`src/rtl/pc_gen.sv`:
```
// rtl/pc_gen.sv - program-counter generator with sticky interrupts, trap entry and MRET
// Optional vectored trap targets under `PC_GEN_VECTORED_EN.
module pc_gen #(
  parameter int              XLEN      = 32,
  parameter logic [XLEN-1:0] RESET_VEC = '0,
  parameter logic [XLEN-1:0] TRAP_BASE = XLEN'(32'h0000_0100),
  parameter int              NUM_IRQ   = 4
) (
  input  logic                clk,
  input  logic                rst,
  input  logic [XLEN-1:0]     nextPC,
  input  logic [2:0]          nextPCop,
  input  logic [NUM_IRQ-1:0]  irq,
  input  logic                irqEn,
  output logic [XLEN-1:0]     PC,
  output logic [XLEN-1:0]     epc,
  output logic [3:0]          cause,
  output logic                inTrap,
  output logic                intAck,
  output logic                misaligned
);

  localparam logic [2:0] OP_INC    = 3'b001;
  localparam logic [2:0] OP_ASSIGN = 3'b010;
  localparam logic [2:0] OP_RESET  = 3'b011;
  localparam logic [2:0] OP_MRET   = 3'b100;

  logic [NUM_IRQ-1:0] pending, pendingNext, lowMask;
  logic [XLEN-1:0]    pcNext, epcNext, incPC, opTarget, trapTarget;
  logic [3:0]         causeNext, lowIdx;
  logic               inTrapNext, intAckNext, misNext;
  logic               aligned, boundary, takeTrap;

  // Lowest-numbered pending line wins; the downward scan leaves the lowest index last.
  always_comb begin
    lowIdx = 4'd0;
    for (int i = NUM_IRQ - 1; i >= 0; i--) begin
      if (pending[i]) lowIdx = 4'(i);
    end
  end

  assign lowMask  = pending & (~pending + NUM_IRQ'(1));
  assign incPC    = PC + XLEN'(4);
  assign aligned  = (nextPC[1:0] == 2'b00);
  assign boundary = (nextPCop == OP_INC) || ((nextPCop == OP_ASSIGN) && aligned);
  assign opTarget = (nextPCop == OP_INC) ? incPC : nextPC;
  assign takeTrap = boundary && irqEn && !inTrap && (|pending);

`ifdef PC_GEN_VECTORED_EN
  assign trapTarget = TRAP_BASE + (XLEN'(lowIdx) << 2);
`else
  assign trapTarget = TRAP_BASE;
`endif

  always_comb begin
    pcNext      = PC;
    epcNext     = epc;
    causeNext   = cause;
    inTrapNext  = inTrap;
    intAckNext  = 1'b0;
    misNext     = 1'b0;
    pendingNext = pending | irq;

    if (nextPCop == OP_RESET) begin
      pcNext      = RESET_VEC;
      inTrapNext  = 1'b0;
      pendingNext = '0;
    end else if (takeTrap) begin
      epcNext     = opTarget;
      pcNext      = trapTarget;
      causeNext   = lowIdx;
      inTrapNext  = 1'b1;
      intAckNext  = 1'b1;
      // A line still asserted this cycle keeps its pending bit set.
      pendingNext = (pending & ~(lowMask & ~irq)) | irq;
    end else begin
      case (nextPCop)
        OP_INC:    pcNext = incPC;
        OP_ASSIGN: begin
          if (aligned) pcNext = nextPC;
          else         misNext = 1'b1;
        end
        OP_MRET: begin
          if (inTrap) begin
            pcNext     = epc;
            inTrapNext = 1'b0;
          end
        end
        default: ;
      endcase
    end
  end

  always_ff @(posedge clk or posedge rst) begin
    if (rst) begin
      PC         <= RESET_VEC;
      epc        <= '0;
      cause      <= 4'd0;
      pending    <= '0;
      inTrap     <= 1'b0;
      intAck     <= 1'b0;
      misaligned <= 1'b0;
    end else begin
      PC         <= pcNext;
      epc        <= epcNext;
      cause      <= causeNext;
      pending    <= pendingNext;
      inTrap     <= inTrapNext;
      intAck     <= intAckNext;
      misaligned <= misNext;
    end
  end

endmodule

```
`config.mk`:
```
export PLATFORM = sky130hd
export DESIGN_NAME = pc_gen
export DESIGN_NICKNAME = d
export VERILOG_FILES = /design/src/rtl/pc_gen.sv
export SDC_FILE = /design/constraint.sdc
export NUM_CORES = 1
export LEC_CHECK = 0
export ABC_AREA = 1
export CAP_MARGIN = 20
export CORE_ASPECT_RATIO = 1.25
export CORE_UTILIZATION = 46
export DETAILED_ROUTE_END_ITERATION = 12
export GPL_ROUTABILITY_DRIVEN = 0
export HOLD_SLACK_MARGIN = 0.12
export PLACE_DENSITY = 0.78
export RECOVER_POWER = 25
export SYNTH_ARGS = -nofsm -noshare
export SYNTH_HDL_FRONTEND = slang
export SYNTH_SLANG_ARGS = --single-unit
```
`constraint.sdc`:
```
create_clock -name clk -period 2.5 [get_ports clk]
set_clock_uncertainty 0.2 [all_clocks]
set_input_delay 0.375 -clock clk [delete_from_list [all_inputs] [get_ports clk]]
set_output_delay 0.375 -clock clk [all_outputs]
set_load 0.01 [all_outputs]
```
==> impl_metrics.ini, run 1 <==
[yosys]
synth_seq_cells = 73
synth_top_area_frac = 0.386
synth_area_per_cell_um2 = 6.36
synth_commonest_cells = nand2_1 (305), nor2_1 (102), dfrtp_1 (73)
synth_area_leaders = dfrtp_1 (39%), nand2_1 (24%), nor2_1 (8.1%), inv_1 (5.0%), nand3_1 (4.4%)
synth_top_cell_by_area = dfrtp_1
ys_seq_area_frac = 0.386
yosysWarnings = 0
synth_edf_count = 0
synth.most_common_cell = nand2_1
netlist_area_mm2 = 0.00473
syn_inst = 743
synthArstFlopShare = 1.00
synth.distinct_cells = 27
dominantRegCellSynth = dfrtp_1

[clock_tree]
cts_setup_buffers = 0
clock_path_buffers = 2
cts-root-buf = clkbuf_16
htree_levels = 3
ctsResizeCount = 0
clock_latency_ns = 0.35
cts_made_buffers = 9
cts_hold_buf = 0
clk_pin_slew_ns = 0.06
clock-sinks = 73
cts_tree = done

[die]
pin_count = 113
die_h_um = 115
core_mm2 = 0.0101
start_util = 0.470
core.rowCount = 41
dieArea_mm2 = 0.0107
die_w_um = 92.7

[worst_setup_path]
crit_path_start_kind = register
cp_cell_sequence = ha_1 > nand2_1 > nor2_1 > nand2_1 > nor2_2 > nand2_1 > nand2_1 > nand3_1 > nand2_1 > o21ai_0
end_kind = register
slowest_stage = dfrtp_1
critical_path.most_common_cell = nand2_1
path_class = reg -> reg
crit_required_ns = 2.50
slowest_delay_ns = 0.46
arrival_ns = 2.19
cp_max_fo = 7

[outcome]
outcome = finished clean

[timing]
fin_crit_sh = 0.875
drv_slew = 0
fin_crit_ns = 2.19
finalWorstSetupSlack_ns = 0.311
rsz0062_at_grt = false
fmax_mhz = 457
relSlewSlack = 0.375
hold_viol_final = 0
worst_slew_pin_slew_ns = 0.937
setup_tns_ns = 0
setup_violations = 0

[routing]
drt-initial-drc-count = 466
antenna_left = 0
post_drt_wl_per_cell_um = 14.8
vias = 5369
wl_met1_um = 5880
routed_wl_um = 14600
route.detailed.drc = 0
wl_met3_um = 1170
dr_wl_met2_um = 7010
viasPerCell = 5.42
dr.pass1.iters = 5
topRoutingLayerUsed = met4

[layout]
syn_to_final_growth_pct = 33.9
diodes = 0
layoutNonFillerInstCount = 990
nets = 899
num-fill-cells = 932
drive_gt1_frac = 0.0546

[flow_run]
maxCapViolCount = 0

[power_and_ir_drop]
p_leak_nw = 3.01
cellPowerDensity_mw_per_mm2 = 780
p_seq_frac = 0.373
clkPwrFrac = 0.291
intPower_mw = 3.26
fin_total_pwr_mw = 4.94
vdd_drop_max_mv = 0.522
p_sw_frac = 0.340
p_comb_frac = 0.337
switchingPower_mw = 1.68

[placed_design]
port_buffers = 110
place_inst = 974
dp_slack_ns = 0.0266
hpwl_um = 10800

[global_routing]
grt_max_degree = 36
grt-ovfl-total = 0
grt_pass1_wl_um = 24200
grt_pass1_vias = 5160
track_usage = 0.288
antenna_found_initial = 0

[min_path]
hold_class = reg -> reg
-- cells by family (layout without fill, tap and decap cells) --
| family | Yosys count | count (layout) | synth area share |
|---|---|---|---|
| xor+xnor | 9 | 9 | 0.0167 |
| other cells | 1 | 2 | 0.000793 |
| fa+ha+maj | 1 | 1 | 0.00265 |
| compound gates | 100 | 100 | 0.115 |
| simple gates | 464 | 464 | 0.391 |
| flops | 73 | 73 | 0.386 |
| buf+inv | 95 | 212 | 0.0876 |
-- stage by stage --
step	util	hold slack, ns	area (um^2)
after detailed placement	0.598	0.283	6010
final	0.630	0.292	6330
after global placement	0.598	0.286	6010
after floorplan	-	0.296	4730
after CTS	0.631	0.222	6340
after global routing	0.630	0.327	6330
-- sequential cells by signal (all words and copies together), names as in the netlist --
signal	cells
epc	32
intAck	1
misaligned	1
inTrap	1
PC	32
cause	2
pending	4
-- power by group through the flow --
stage / clock (mW) / sequential [mW] / combinational, mW
2_1_floorplan: 0 / 1.90 / 0.669
3_3_place_gp: 0 / 1.84 / 1.62
3_5_place_dp: 0 / 1.85 / 1.65
4_1_cts: 1.44 / 1.83 / 1.66
5_1_grt: 1.50 / 1.87 / 1.83
6_report: 1.43 / 1.84 / 1.66
-- final cells by class --
| class | instances | area (um^2) | share of cell area |
|---|---|---|---|
| Sequential cell | 73 | 1830 | 0.288 |
| Clock inverter | 5 | 77.6 | 0.0123 |
| Multi-Input combinational cell | 576 | 2490 | 0.394 |
| Timing Repair Buffer | 129 | 1270 | 0.200 |
| Tap cell | 129 | 161 | 0.0255 |
| Inverter | 67 | 251 | 0.0397 |
| Clock buffer | 11 | 253 | 0.0399 |
-- layout by cell type (no fill, tap or decap), types with 2 or more instances in the layout --
cell type / n
nand2_1: 305
clkdlybuf4s50_1: 109
nor2_1: 101
dfrtp_1: 73
inv_1: 63
nand3_1: 42
o21ai_0: 37
a21oi_1: 36
buf_4: 16
o22ai_1: 13
clkbuf_16: 9
o211ai_1: 6
xor2_1: 6
nand3b_1: 6
inv_2: 4
nand2_2: 4
o21ai_1: 4
xnor2_1: 3
o21bai_1: 3
nor2_4: 2
nor3_1: 2
conb_1: 2
clkinv_2: 2
clkbuf_8: 2
bufinv_16: 2
buf_12: 2
-- metal layers --
layer,track usage,vias to the layer above
li1,-,2557
met1,0.366,2460
met2,0.477,285
met3,0.0496,67
met4,0.137,0
met5,0,-
-- critical path: cells and delay by family, from the launching register on --
| kind | cells | cell delay, ns |
|---|---|---|
| AO/OA/AOI/OAI | 1 | 0.10 |
| AND/OR/NAND/NOR | 8 | 1.01 |
| adder cells (fa/ha/maj) | 1 | 0.26 |
| flip-flops | 1 | 0.46 |
-- worst paths after layout --
path                          start  slack [ns]  cells past startpoint  endpoint
max reg2reg                   PC[2]        0.31                     10   epc[16]
min                        cause[1]        0.29                      2  cause[1]
max in group asynchronous       rst        0.49                      3    PC[14]
min in group asynchronous       rst        0.48                      2    epc[9]
max                           PC[2]        0.31                     10   epc[16]
min reg2reg                cause[1]        0.29                      2  cause[1]
Note: power is estimated with default switching activity, not from simulation.
==> run 2: changes to the inputs <==
--- a/config.mk
+++ b/config.mk
@@ -6,13 +6,15 @@
 export NUM_CORES = 1
 export LEC_CHECK = 0
 export ABC_AREA = 1
-export CAP_MARGIN = 20
+export CAP_MARGIN = 30
+export CELL_PAD_IN_SITES_DETAIL_PLACEMENT = 0
+export CELL_PAD_IN_SITES_GLOBAL_PLACEMENT = 1
 export CORE_ASPECT_RATIO = 1.25
-export CORE_UTILIZATION = 46
+export CORE_UTILIZATION = 31
 export DETAILED_ROUTE_END_ITERATION = 12
 export GPL_ROUTABILITY_DRIVEN = 0
 export HOLD_SLACK_MARGIN = 0.12
-export PLACE_DENSITY = 0.78
+export PLACE_DENSITY_LB_ADDON = 0.1
 export RECOVER_POWER = 25
 export SYNTH_ARGS = -nofsm -noshare
 export SYNTH_HDL_FRONTEND = slang
==> impl_metrics.ini, run 2 (synthesis results as in run 1) <==
[routing]
wl_met3_um = 726
viasPerCell = 4.86
topRoutingLayerUsed = met4
routed_wl_um = 16500
wl_met1_um = 7080
dr_wl_met2_um = 8370
antenna_left = 0
drt-initial-drc-count = 271
dr.pass1.iters = 4
vias = 5075
route.detailed.drc = 0
post_drt_wl_per_cell_um = 15.8

[worst_setup_path]
cp_max_fo = 6
cpLargestDelayFamily = simple AND/OR/NAND/NOR gates
arrival_ns = 2.19
crit_required_ns = 2.51
crit_path_start_kind = register
critPathBufInv = 0
critical_path.most_common_cell = nand2_1
end_kind = register
cp_cell_sequence = ha_1 > nand2_1 > nor2_1 > nand2_1 > nor2_1 > nand2_1 > nand2_1 > nand3_1 > nand2_1 > o21ai_0
slowest_delay_ns = 0.49
slowest_stage = dfrtp_1
path_class = reg -> reg
rrSetupSlack_ns = 0.32

[die]
pin_count = 113
dieArea_mm2 = 0.0158
core.rowCount = 50
die_h_um = 140
core_mm2 = 0.0150
die_w_um = 112
start_util = 0.316

[layout]
layout_common_cells = nand2_1 (305), clkdlybuf4s50_1 (109), nor2_1 (102), dfrtp_1 (73), inv_1 (62)
seq_area_mm2 = 0.00183
nets = 900
multi_input_area_mm2 = 0.00249
top_regs = PC: 32 flops, epc: 32 flops, pending: 4 flops
drive_gt1_frac = 0.0557
syn_to_final_growth_pct = 35.5
diodes = 0
layout_commonest_cell = nand2_1
num-fill-cells = 1604

[power_and_ir_drop]
switchingPower_mw = 1.73
p_comb_frac = 0.336
cellPowerDensity_mw_per_mm2 = 771
p_leak_nw = 3.01
p_sw_frac = 0.350
intPower_mw = 3.21
p_seq_frac = 0.373
clkPwrFrac = 0.291
vdd_drop_max_mv = 0.332

[global_routing]
grt-ovfl-total = 0
grt_pass1_vias = 5083
antenna_found_initial = 0
track_usage = 0.220
grt_max_degree = 74
grt_pass1_wl_um = 26700

[clock_tree]
clock_latency_ns = 0.35
clock-sinks = 73
clock_path_buffers = 2
ctsResizeCount = 0
cts_tree = done
cts_made_buffers = 9
cts-root-buf = clkbuf_16
cts_setup_buffers = 0
htree_levels = 3
cts_hold_buf = 0
clk_pin_slew_ns = 0.06

[timing]
worst_slew_pin_slew_ns = 1.08
drv_slew = 0
rsz0062_at_grt = false
hold_viol_final = 0
fin_crit_sh = 0.871
setup_tns_ns = 0
setup_violations = 0
relSlewSlack = 0.277
fin_crit_ns = 2.18
fmax_mhz = 459
hold_ws_ns = 0.304

[min_path]
hold_class = reg -> reg

[placed_design]
port_buffers = 110
hpwl_um = 12000

[flow_run]
maxCapViolCount = 0

[outcome]
outcome = finished clean
==> run 2: changes by cell type in the layout (fill, tap and decap cells not counted) <==
cell,previous run,this run
nor2_2,1,0
inv_1,63,62
clkinv_4,0,2
clkinvlp_2,0,1
buf_12,2,3
nor2_1,101,102
clkbuf_8,2,0
==> run 2: final cells by class <==
| cell class | instances | area share |
|---|---|---|
| multi-input combinational | 576 | 0.389 |
| inverter | 67 | 0.0394 |
| tap | 182 | 0.0355 |
| clock inverter | 7 | 0.0148 |
| sequential | 73 | 0.285 |
| clock buffer | 9 | 0.0351 |
| timing repair buffer | 130 | 0.201 |
==> run 2: final timing paths <==
kind,start,to,cells past startpoint
worst max-delay path,PC[2],epc[16],10
worst min-delay path,cause[0],cause[0],2
worst max register to register,PC[2],epc[16],10
worst min register to register,cause[0],cause[0],2
max in group asynchronous,rst,epc[17],3
min in group asynchronous,rst,epc[28],3
==> run 2: power by group through the flow <==
stage / Clock [mW] / Sequential [mW] / Combinational, mW
after detailed placement: 0 / 1.86 / 1.67
after global routing: 1.51 / 1.89 / 1.84
after CTS: 1.47 / 1.84 / 1.68
after global placement: 0 / 1.85 / 1.66
after floorplan: 0 / 1.90 / 0.669
final: 1.44 / 1.84 / 1.66
==> run 2: worst register-to-register path, cell delays in order (launching register included) <==
cell and delay, ns:
dfrtp_1 0.49, ha_1 0.25, nand2_1 0.07, nor2_1 0.10
nand2_1 0.18, nor2_1 0.35, nand2_1 0.09, nand2_1 0.09
nand3_1 0.08, nand2_1 0.06, o21ai_0 0.09
==> run 2: metal layers <==
| layer | track usage | vias up |
|---|---|---|
| li1 | - | 2556 |
| met1 | 0.263 | 2374 |
| met2 | 0.389 | 126 |
| met3 | 0.0338 | 19 |
| met4 | 0.0982 | 0 |
| met5 | 0 | - |
==> run 2: per-stage QoR <==
stage                     power, mW  utilization  setup slack (ns)  area (um^2)  cells
after floorplan                2.56            -            0.0717         4730    744
after global placement         3.52        0.408             0.170         6100   1028
after detailed placement       3.53        0.408             0.103         6100   1028
after CTS                      5.00        0.429             0.308         6420   1044
after global routing           5.24        0.429            0.0722         6410   1044
final                          4.94        0.429             0.323         6410   1044
==> run 3: changes to the inputs <==
--- a/config.mk
+++ b/config.mk
@@ -10,6 +10,7 @@
 export CELL_PAD_IN_SITES_DETAIL_PLACEMENT = 0
 export CELL_PAD_IN_SITES_GLOBAL_PLACEMENT = 1
 export CORE_ASPECT_RATIO = 1.25
+export CORE_MARGIN = 1
 export CORE_UTILIZATION = 31
 export DETAILED_ROUTE_END_ITERATION = 12
 export GPL_ROUTABILITY_DRIVEN = 0
==> results of run 3 <==
The final DEF is identical to that of run 2; final timing and power are the same.
